`config.mk`:
```
export PLATFORM = sky130hd
export DESIGN_NAME = vga_rect_fill_flat
export DESIGN_NICKNAME = d
export VERILOG_FILES = /design/src/rtl/vga_rect_fill_if.sv /design/src/rtl/vga_rect_fill.sv /design/src/flat_wrapper.sv
export SDC_FILE = /design/constraint.sdc
export NUM_CORES = 1
export LEC_CHECK = 0
export BUFFER_PORTS_ARGS = -buffer_cell sky130_fd_sc_hd__clkbuf_2
export CAP_MARGIN = 30
export CORE_AREA = 2 2 98 100
export DETAILED_ROUTE_END_ITERATION = 8
export DIE_AREA = 0 0 100 102
export GPL_TIMING_DRIVEN = 1
export PLACE_DENSITY = 0.8
export SLEW_MARGIN = 25
export SYNTH_ARGS = -nofsm -noshare
export SYNTH_HDL_FRONTEND = slang
export SYNTH_SLANG_ARGS = --single-unit
```
`constraint.sdc`:
```
create_clock -name clk_i -period 3 [get_ports clk_i]
set_input_delay 0.45 -clock clk_i [delete_from_list [all_inputs] [get_ports clk_i]]
set_output_delay 0.45 -clock clk_i [all_outputs]
set_load 0.01 [all_outputs]
```
`src/rtl/vga_rect_fill_if.sv`:
```
// Command and pixel-write bus of the rectangle fill engine.
// master: command source / write-port observer side; slave: the engine itself.
interface vga_rect_fill_if #(
    parameter int unsigned ADDR_W  = 11,
    parameter int unsigned COLOR_W = 2
);
    logic               cmd_valid_i;
    logic               cmd_ready_o;
    logic [ADDR_W-1:0]  cmd_x_i;
    logic [ADDR_W-1:0]  cmd_y_i;
    logic [ADDR_W-1:0]  cmd_w_i;
    logic [ADDR_W-1:0]  cmd_h_i;
    logic [COLOR_W-1:0] cmd_color_i;
    logic               cmd_outline_i;
    logic               stall_i;
    logic [ADDR_W-1:0]  addr_x_o;
    logic [ADDR_W-1:0]  addr_y_o;
    logic [COLOR_W-1:0] color_o;
    logic               we_o;
    logic               busy_o;
    logic               done_o;

    modport master (
        output cmd_valid_i, cmd_x_i, cmd_y_i, cmd_w_i, cmd_h_i, cmd_color_i, cmd_outline_i,
        output stall_i,
        input  cmd_ready_o, addr_x_o, addr_y_o, color_o, we_o, busy_o, done_o
    );

    modport slave (
        input  cmd_valid_i, cmd_x_i, cmd_y_i, cmd_w_i, cmd_h_i, cmd_color_i, cmd_outline_i,
        input  stall_i,
        output cmd_ready_o, addr_x_o, addr_y_o, color_o, we_o, busy_o, done_o
    );
endinterface

```
`src/rtl/vga_rect_fill.sv`:
```
// Rectangle fill engine: takes one rectangle command, clips it to the frame and emits one
// pixel write per unstalled cycle in raster order, then pulses done.
// Optional macro VGA_RECT_OUTLINE_EN: honour cmd_outline_i and write only border pixels.
module vga_rect_fill #(
    parameter int unsigned H_MAX   = 1280,
    parameter int unsigned V_MAX   = 1024,
    parameter int unsigned ADDR_W  = 11,
    parameter int unsigned COLOR_W = 2
) (
    input logic            clk_i,
    input logic            rst_i,
    vga_rect_fill_if.slave bus
);
    typedef enum logic [1:0] {StIdle, StFill, StDone} state_e;

    localparam logic [ADDR_W:0]   HMax   = (ADDR_W+1)'(H_MAX);
    localparam logic [ADDR_W:0]   VMax   = (ADDR_W+1)'(V_MAX);
    localparam logic [ADDR_W-1:0] HMaxM1 = ADDR_W'(H_MAX - 1);
    localparam logic [ADDR_W-1:0] VMaxM1 = ADDR_W'(V_MAX - 1);
    localparam logic [ADDR_W-1:0] One    = ADDR_W'(1);

    state_e             state_q, state_d;
    logic [ADDR_W-1:0]  pos_x_q, pos_y_q;
    logic [ADDR_W-1:0]  x0_q, x_end_q, y_end_q;
    logic [COLOR_W-1:0] color_q;

    logic [ADDR_W:0]    sum_x, sum_y;
    logic [ADDR_W-1:0]  x_end_d, y_end_d;
    logic               empty_cmd;
    logic               last_px;
    logic [ADDR_W-1:0]  step_x, step_y;

`ifdef VGA_RECT_OUTLINE_EN
    logic               outline_q;
    logic               right_ok_q;
    logic [ADDR_W-1:0]  y0_q;
    logic               interior_row;
`else
    logic               unused_outline;
    assign unused_outline = bus.cmd_outline_i;
`endif

    // Clipped end coordinates; sums are one bit wider so x+w never wraps.
    always_comb begin
        sum_x     = {1'b0, bus.cmd_x_i} + {1'b0, bus.cmd_w_i};
        sum_y     = {1'b0, bus.cmd_y_i} + {1'b0, bus.cmd_h_i};
        x_end_d   = (sum_x > HMax) ? HMaxM1 : (bus.cmd_x_i + bus.cmd_w_i - One);
        y_end_d   = (sum_y > VMax) ? VMaxM1 : (bus.cmd_y_i + bus.cmd_h_i - One);
        empty_cmd = (bus.cmd_w_i == '0) || (bus.cmd_h_i == '0) ||
                    ({1'b0, bus.cmd_x_i} >= HMax) || ({1'b0, bus.cmd_y_i} >= VMax);
    end

    // Raster step: next position after writing the current one.
    always_comb begin
        last_px = (pos_x_q == x_end_q) && (pos_y_q == y_end_q);
        step_x  = pos_x_q + One;
        step_y  = pos_y_q;
`ifdef VGA_RECT_OUTLINE_EN
        interior_row = (pos_y_q != y0_q) && (pos_y_q != y_end_q);
`endif
        if (pos_x_q == x_end_q) begin
            step_x = x0_q;
            step_y = pos_y_q + One;
`ifdef VGA_RECT_OUTLINE_EN
        end else if (outline_q && interior_row && (pos_x_q == x0_q)) begin
            // Skip the row interior; the right edge exists only if it was not clipped.
            if (right_ok_q) begin
                step_x = x_end_q;
            end else begin
                step_x = x0_q;
                step_y = pos_y_q + One;
            end
`endif
        end
    end

    // State register.
    always_ff @(posedge clk_i) begin
        if (rst_i) begin
            state_q <= StIdle;
        end else begin
            state_q <= state_d;
        end
    end

    // Next-state logic.
    always_comb begin
        state_d = state_q;
        unique case (state_q)
            StIdle: begin
                if (bus.cmd_valid_i) begin
                    state_d = empty_cmd ? StDone : StFill;
                end
            end
            StFill: begin
                if (!bus.stall_i && last_px) begin
                    state_d = StDone;
                end
            end
            StDone:  state_d = StIdle;
            default: state_d = StIdle;
        endcase
    end

    // Control outputs decoded from the state; a stall gates the write strobe directly.
    always_comb begin
        bus.cmd_ready_o = 1'b0;
        bus.busy_o      = 1'b0;
        bus.done_o      = 1'b0;
        bus.we_o        = 1'b0;
        unique case (state_q)
            StIdle: bus.cmd_ready_o = 1'b1;
            StFill: begin
                bus.busy_o = 1'b1;
                bus.we_o   = !bus.stall_i;
            end
            StDone:  bus.done_o = 1'b1;
            default: bus.cmd_ready_o = 1'b0;
        endcase
    end

    // Command latch and position counters; empty commands leave the write bus untouched.
    always_ff @(posedge clk_i) begin
        if (rst_i) begin
            pos_x_q    <= '0;
            pos_y_q    <= '0;
            x0_q       <= '0;
            x_end_q    <= '0;
            y_end_q    <= '0;
            color_q    <= '0;
`ifdef VGA_RECT_OUTLINE_EN
            outline_q  <= 1'b0;
            right_ok_q <= 1'b0;
            y0_q       <= '0;
`endif
        end else if (state_q == StIdle && bus.cmd_valid_i && !empty_cmd) begin
            pos_x_q    <= bus.cmd_x_i;
            pos_y_q    <= bus.cmd_y_i;
            x0_q       <= bus.cmd_x_i;
            x_end_q    <= x_end_d;
            y_end_q    <= y_end_d;
            color_q    <= bus.cmd_color_i;
`ifdef VGA_RECT_OUTLINE_EN
            outline_q  <= bus.cmd_outline_i;
            right_ok_q <= (sum_x <= HMax);
            y0_q       <= bus.cmd_y_i;
`endif
        end else if (state_q == StFill && !bus.stall_i && !last_px) begin
            pos_x_q <= step_x;
            pos_y_q <= step_y;
        end
    end

    assign bus.addr_x_o = pos_x_q;
    assign bus.addr_y_o = pos_y_q;
    assign bus.color_o  = color_q;
endmodule

```
`src/flat_wrapper.sv`:
```
// flat-port wrapper written by rule: the top's interface ports become plain ports
module vga_rect_fill_flat 
#(
    parameter int unsigned H_MAX   = 1280,
    parameter int unsigned V_MAX   = 1024,
    parameter int unsigned ADDR_W  = 11,
    parameter int unsigned COLOR_W = 2
)
  (clk_i, rst_i, bus_cmd_valid_i, bus_cmd_x_i, bus_cmd_y_i, bus_cmd_w_i, bus_cmd_h_i, bus_cmd_color_i, bus_cmd_outline_i, bus_stall_i, bus_cmd_ready_o, bus_addr_x_o, bus_addr_y_o, bus_color_o, bus_we_o, bus_busy_o, bus_done_o);
  vga_rect_fill_if #(.ADDR_W(ADDR_W), .COLOR_W(COLOR_W)) bus_i ();
  input logic clk_i;
  input logic rst_i;
  input wire logic [$bits(bus_i.cmd_valid_i)-1:0] bus_cmd_valid_i;
  input wire logic [$bits(bus_i.cmd_x_i)-1:0] bus_cmd_x_i;
  input wire logic [$bits(bus_i.cmd_y_i)-1:0] bus_cmd_y_i;
  input wire logic [$bits(bus_i.cmd_w_i)-1:0] bus_cmd_w_i;
  input wire logic [$bits(bus_i.cmd_h_i)-1:0] bus_cmd_h_i;
  input wire logic [$bits(bus_i.cmd_color_i)-1:0] bus_cmd_color_i;
  input wire logic [$bits(bus_i.cmd_outline_i)-1:0] bus_cmd_outline_i;
  input wire logic [$bits(bus_i.stall_i)-1:0] bus_stall_i;
  output wire logic [$bits(bus_i.cmd_ready_o)-1:0] bus_cmd_ready_o;
  output wire logic [$bits(bus_i.addr_x_o)-1:0] bus_addr_x_o;
  output wire logic [$bits(bus_i.addr_y_o)-1:0] bus_addr_y_o;
  output wire logic [$bits(bus_i.color_o)-1:0] bus_color_o;
  output wire logic [$bits(bus_i.we_o)-1:0] bus_we_o;
  output wire logic [$bits(bus_i.busy_o)-1:0] bus_busy_o;
  output wire logic [$bits(bus_i.done_o)-1:0] bus_done_o;
  assign bus_i.cmd_valid_i = bus_cmd_valid_i;
  assign bus_i.cmd_x_i = bus_cmd_x_i;
  assign bus_i.cmd_y_i = bus_cmd_y_i;
  assign bus_i.cmd_w_i = bus_cmd_w_i;
  assign bus_i.cmd_h_i = bus_cmd_h_i;
  assign bus_i.cmd_color_i = bus_cmd_color_i;
  assign bus_i.cmd_outline_i = bus_cmd_outline_i;
  assign bus_i.stall_i = bus_stall_i;
  assign bus_cmd_ready_o = bus_i.cmd_ready_o;
  assign bus_addr_x_o = bus_i.addr_x_o;
  assign bus_addr_y_o = bus_i.addr_y_o;
  assign bus_color_o = bus_i.color_o;
  assign bus_we_o = bus_i.we_o;
  assign bus_busy_o = bus_i.busy_o;
  assign bus_done_o = bus_i.done_o;
  vga_rect_fill #(.H_MAX(H_MAX), .V_MAX(V_MAX), .ADDR_W(ADDR_W), .COLOR_W(COLOR_W)) u_core (.clk_i(clk_i), .rst_i(rst_i), .bus(bus_i));
endmodule
```
==> results of run 1 <==
## registers in the layout (all words and copies together), names as in the netlist
name / flops
u_core.state_q: 2
u_core.bus.color_o: 2
u_core.x0_q: 11
u_core.x_end_q: 11
u_core.bus.addr_y_o: 11
u_core.y_end_q: 11
u_core.bus.addr_x_o: 11
## logic make-up after synthesis
group                    synth area share [%]
AO/OA/AOI/OAI                            20.6
XOR/XNOR                                 9.35
adder cells (fa/ha/maj)                  16.3
buffers and inverters                    8.85
flip-flops                               22.5
multiplexers                             1.38
AND/OR/NAND/NOR                          21.0
## power groups by stage
stage / Sequential, mW / Combinational [mW] / Clock (mW)
after floorplan: 0.884 / 0.645 / 0
after global placement: 0.887 / 0.856 / 0
after detailed placement: 0.889 / 0.887 / 0
after CTS: 0.872 / 0.894 / 0.691
after global routing: 0.879 / 1.00 / 0.718
final: 0.874 / 0.905 / 0.687
## Yosys cell counts (10+ instances only)
cell type,instances,area [µm²]
nor3_1,20,100
a31oi_1,12,75.1
xor2_1,30,263
nand4_1,10,62.6
a311oi_1,12,105
clkbuf_1,21,78.8
o21ai_0,18,90.1
dfxtp_1,59,1180
inv_1,92,345
a211oi_1,12,90.1
nand2_1,61,229
a21oi_1,45,225
o211ai_1,13,97.6
xnor2_1,26,228
and3_1,12,75.1
nand3_1,16,80.1
ha_1,62,776
nor2_1,54,203
## worst paths after layout
| check | from | to | slack [ns] | cells past startpoint |
|---|---|---|---|---|
| setup / recovery | bus_cmd_w_i[1] | u_core.x_end_q[9]$_SDFFE_PP0P_ | 0.33 | 13 |
| setup reg to reg | u_core.bus.addr_x_o[6]$_SDFFE_PP0P_ | u_core.bus.addr_y_o[3]$_SDFFE_PP0P_ | 0.54 | 7 |
| hold / removal | bus_cmd_color_i[0] | u_core.bus.color_o[0]$_SDFFE_PP0P_ | 0.33 | 3 |
| hold reg to reg | u_core.bus.color_o[1]$_SDFFE_PP0P_ | u_core.bus.color_o[1]$_SDFFE_PP0P_ | 0.45 | 2 |
## metrics by stage
stage	TNS, ns	instances	hold WS [ns]
after floorplan	0	685	0.431
after global placement	0	859	0.441
after detailed placement	-0.302	859	0.446
after CTS	0	875	0.318
after global routing	0	875	0.342
final	0	875	0.326
## worst reg2reg max path: cells and delay by family (launching register included)
kind            cells  cell delay, ns
simple gates        4            1.36
flops               1            0.47
xor+xnor            1            0.13
compound gates      2            0.38
## routing by layer
metal  share of wire [%]  up-vias  wire length [µm]
li1                    -     2538                 -
met1                  47     2426              6430
met2                  43      217              5870
met3                 6.8       39               933
met4                 3.1        0               429
met5                   0        -                 0
## repair_timing
action	in CTS	in global routing
gates resized for setup	0	1
endpoints found under the setup margin	0	2
hold endpoints to repair	0	0
## layout make-up
cell class                      count  area [µm²]  share of cell area (%)
Multi-Input combinational cell    506        3610                    60.6
Clock buffer                       15         186                    3.13
Sequential cell                    59        1180                    19.8
Tap cell                          111         139                    2.33
Inverter                           92         345                    5.80
Timing Repair Buffer               91         490                    8.24
Clock inverter                      1        5.00                  0.0841
==> flow_summary.yaml, run 1 <==
finish:
  final_common_cell: "inv_1"
  num_antenna_cells: 0
  final_area_um2: 5950
  layout-drive-gt1-share_pct: 15.8
  nets: 876
  final_cell_mix: "inv_1, clkbuf_2, ha_1, nand2_1, dfxtp_1"
  n_fill_cell: 805
  syn2layout_area_growth_pct: 13.5
  final_util_pct: 65.4
placed_design:
  placed_cell_area_um2: 5760
  place_congestion: 0.907
  pre_cts_slack_ns: -0.0604
  dp_hpwl_mm: 10.8
  io_buffers: 77
sta:
  maxSlewHeadroom_pct: 50.1
  layout_setup_ws_ns: 0.326
  hold_violations: 0
  worst_pin_slew_ns: 0.749
  rsz0062_at_grt: "false"
  final-setup-viol-count: 0
  clock_skew_ns: 0.00599
  min_period_ns: 2.67
  max_freq_ghz: 0.374
  post-route-period-util_pct: 89.1
  slew_violations: 0
synthesis:
  synth_nets: 802
  yosysUniqueCellTypes: 66
  synth_flop_cell: "dfxtp_1"
  ys_seq_area_share_pct: 22.5
  synthCells: 685
  syn_area_um2: 5250
  synth_seq_cells: 59
  async_flop_share_pct: 0
  ys_warn_count: 0
  avgSynthCellArea_um2: 7.66
  synth_edf_count: 0
detailed_routing:
  routed_via_density: 5.97
  antenna_left: 0
  wl_per_cell_um: 15.6
  first_pass_iters: 5
  drc_errors: 0
  drtIter0Drc: 301
  wl_mm: 13.7
  vias: 5220
clocking:
  tritoncts: "yes"
  htree_levels: 3
  cts_setup_buffers: 0
  clock_path_buffers: 2
  clock-sinks: 59
  clk_latency_ns: 0.34
  numCtsBuffers: 9
  postCtsHoldBufs: 0
  path_clk_slew_ns: 0.06
  clockRootBuffer: "clkbuf_8"
flow_run:
  cap_viol_max_count: 0
grt:
  grtUsageTotal_pct: 27.2
  grt_use_met2_pct: 42.5
  antenna_found_initial: 0
  gr-total-overflow: 0
  met3_usage_pct: 4.24
  busiest_layer: "met2"
  grt_pass1_vias: 4922
  use_met1_pct: 36.7
  grt_pass1_wl_mm: 22.3
  grt_max_degree: 49
floorplan:
  die_w_um: 100
  io_pins: 79
  core_area_um2: 9110
  fp.dieH_um: 102
  initial_core_util_pct: 57.6
  die_area_um2: 10200
  std_cell_rows: 35
worst_setup_path:
  max_stage_delay_ns: 0.40
  path_max_fanout: 3
  cp_cell_sequence: "clkbuf_2 > inv_1 > ha_1 > inv_1 > ha_1 > fa_1 > a21o_1 > a21oi_1 > o21ai_0 > o41ai_1 > xor2_1 > nor2_1 > a22o_1"
  crit_slowest_cell: "fa_1"
  crit_path_start_kind: "primary input"
  crit_family: "compound AO/OA/AOI/OAI gates"
  setup.worst_path.end_class: "flop"
  crit_type: "in -> reg"
  cp.arrival_ns: 2.91
  critPathBufInv: 3
  crit_required_ns: 3.24
power:
  swShare_pct: 35.2
  power_density_nw_per_um2: 414
  p_sw_uw: 868
  pwr-share-seq_pct: 35.4
  ir_worst_vdd_mv: 0.269
  p_leak_nw: 2.82
  p_int_mw: 1.60
  pwr-share-clk_pct: 27.9
  p_comb_share_pct: 36.7
  power_mw: 2.47
status:
  outcome: "completed"
worst_hold_path:
  hold_path.class: "in -> reg"
No activity file was read; power rests on OpenSTA's default activity.
==> run 2, diff against run 1 <==
--- a/config.mk
+++ b/config.mk
@@ -7,9 +7,9 @@
 export LEC_CHECK = 0
 export BUFFER_PORTS_ARGS = -buffer_cell sky130_fd_sc_hd__clkbuf_2
 export CAP_MARGIN = 30
-export CORE_AREA = 2 2 98 100
+export CORE_AREA = 4 4 100 102
 export DETAILED_ROUTE_END_ITERATION = 8
-export DIE_AREA = 0 0 100 102
+export DIE_AREA = 0 0 104 106
 export GPL_TIMING_DRIVEN = 1
 export PLACE_DENSITY = 0.8
 export SLEW_MARGIN = 25
==> run 2 against run 1 <==
Clock power down 3.8%. Sequential power about the same. Cell count fell by 0.11%. Flip-flop and latch count unchanged. Utilization shrank 0.11 points. Largest cell class unchanged. Largest power group unchanged.
==> flow_summary.yaml, run 2 (synthesis gave the netlist of run 1 again) <==
finish:
  num_antenna_cells: 0
  final_cell_mix: "inv_1, clkbuf_2, ha_1, nand2_1, dfxtp_1"
  final_common_cell: "inv_1"
  syn2layout_area_growth_pct: 13.3
  n_fill_cell: 825
  layout-drive-gt1-share_pct: 15.5
  multi_input_area_um2: 3600
  final_util_pct: 65.2
  nets: 876
  seq_area_um2: 1180
worst_hold_path:
  holdPathEnd: "u_core.bus.color_o[1]$_SDFFE_PP0P_"
  hold_path.class: "in -> reg"
  hold_depth: 3
  worstHoldStart: "bus_cmd_color_i[1]"
flow_run:
  cap_viol_max_count: 0
worst_setup_path:
  crit_required_ns: 3.23
  timing.rr.end: "u_core.bus.addr_y_o[7]$_SDFFE_PP0P_"
  r2r_start: "u_core.bus.addr_x_o[7]$_SDFFE_PP0P_"
  crit_path_start_kind: "primary input"
  ff2ff_setup_slack_ns: 0.51
  reg2reg_depth: 7
  setup.worst_path.end_class: "flop"
  path_max_fanout: 3
  crit_type: "in -> reg"
  cp.arrival_ns: 3.00
placed_design:
  dp_hpwl_mm: 11.2
  place_congestion: 0.906
  pre_cts_slack_ns: -0.0487
  io_buffers: 77
sta:
  clock_skew_ns: 0.00821
  slew_violations: 0
  hold_slack_ns: 0.346
  worst_pin_slew_ns: 0.776
  final-setup-viol-count: 0
  rsz0062_at_grt: "false"
  maxSlewHeadroom_pct: 47.9
  hold_violations: 0
  layout_setup_ws_ns: 0.227
  min_period_ns: 2.77
  max_freq_ghz: 0.361
  post-route-period-util_pct: 92.4
floorplan:
  fp.dieH_um: 106
  core_area_um2: 9110
  std_cell_rows: 35
  io_pins: 79
  die_area_um2: 11000
  initial_core_util_pct: 57.6
  die_w_um: 104
power:
  p_leak_nw: 2.81
  ir_worst_vdd_mv: 0.237
  power_density_nw_per_um2: 411
detailed_routing:
  drc_errors: 0
  routed_via_density: 5.92
  first_pass_iters: 5
  vias: 5176
  drtIter0Drc: 259
  wl_mm: 13.7
  wl_per_cell_um: 15.7
  antenna_left: 0
clocking:
  cts_resized: 0
  clockRootBuffer: "clkbuf_8"
  postCtsHoldBufs: 0
  clock_path_buffers: 2
  clk_latency_ns: 0.33
  tritoncts: "yes"
  clock-sinks: 59
  htree_levels: 3
  numCtsBuffers: 9
  path_clk_slew_ns: 0.06
  cts_setup_buffers: 0
status:
  outcome: "completed"
grt:
  grtUsageTotal_pct: 25.2
  grt_pass1_wl_mm: 23.2
  gr-total-overflow: 0
  grt_pass1_vias: 4919
  grt_max_degree: 46
  antenna_found_initial: 0
==> run 2: area by class of cell <==
| class | count | share of cell area, % |
|---|---|---|
| Inverter | 92 | 5.81 |
| Multi-Input combinational cell | 506 | 60.6 |
| Tap cell | 111 | 2.34 |
| Sequential cell | 59 | 19.9 |
| Clock inverter | 3 | 0.674 |
| Clock buffer | 12 | 2.27 |
| Timing Repair Buffer | 91 | 8.42 |
==> run 2: per-stage QoR <==
stage | TNS (ns) | instance area, µm² | total power, mW | std cells
after floorplan | 0 | 5250 | 1.53 | 685
after global placement | 0 | 5760 | 1.75 | 858
after detailed placement | -0.0487 | 5770 | 1.78 | 859
after CTS | 0 | 5940 | 2.44 | 874
after global routing | 0 | 5940 | 2.60 | 874
final | 0 | 5940 | 2.44 | 874
==> run 2: where the power goes <==
group | switching, mW | internal, mW
Sequential | 0.0463 | 0.828
Clock | 0.285 | 0.377
Combinational | 0.524 | 0.383
Total | 0.855 | 1.59
==> run 2: worst max-delay path by stage <==
| stage | from | to | cells after the start |
|---|---|---|---|
| final | bus_cmd_w_i[1] | u_core.x_end_q[9]$_SDFFE_PP0P_ | 13 |
| after global routing | bus_cmd_y_i[0] | u_core.y_end_q[7]$_SDFFE_PP0P_ | 11 |
| after CTS | bus_cmd_w_i[1] | u_core.x_end_q[9]$_SDFFE_PP0P_ | 13 |
| after detailed placement | bus_cmd_w_i[1] | u_core.x_end_q[9]$_SDFFE_PP0P_ | 13 |
| after global placement | bus_cmd_y_i[0] | u_core.y_end_q[4]$_SDFFE_PP0P_ | 11 |
| after floorplan | bus_cmd_w_i[1] | u_core.x_end_q[9]$_SDFFE_PP0P_ | 12 |
==> run 2: layer usage <==
metal  GRT usage (%)  vias to the layer above  share of wire, %
met4            7.41                        0               1.3
met3            3.46                       14               5.9
li1                -                     2545                 -
met1            35.1                     2439                47
met2            40.5                      178                45
met5               0                        -                 0
==> run 2: worst max-delay path, cell delays in order <==
cell and delay (ns):
clkbuf_2 0.10, inv_1 0.08, ha_1 0.31, inv_1 0.05
ha_1 0.21, fa_1 0.40, a21o_1 0.17, a21oi_1 0.18
o21ai_0 0.18, o41ai_1 0.39, xor2_1 0.20, nor2_1 0.05
a22o_1 0.21
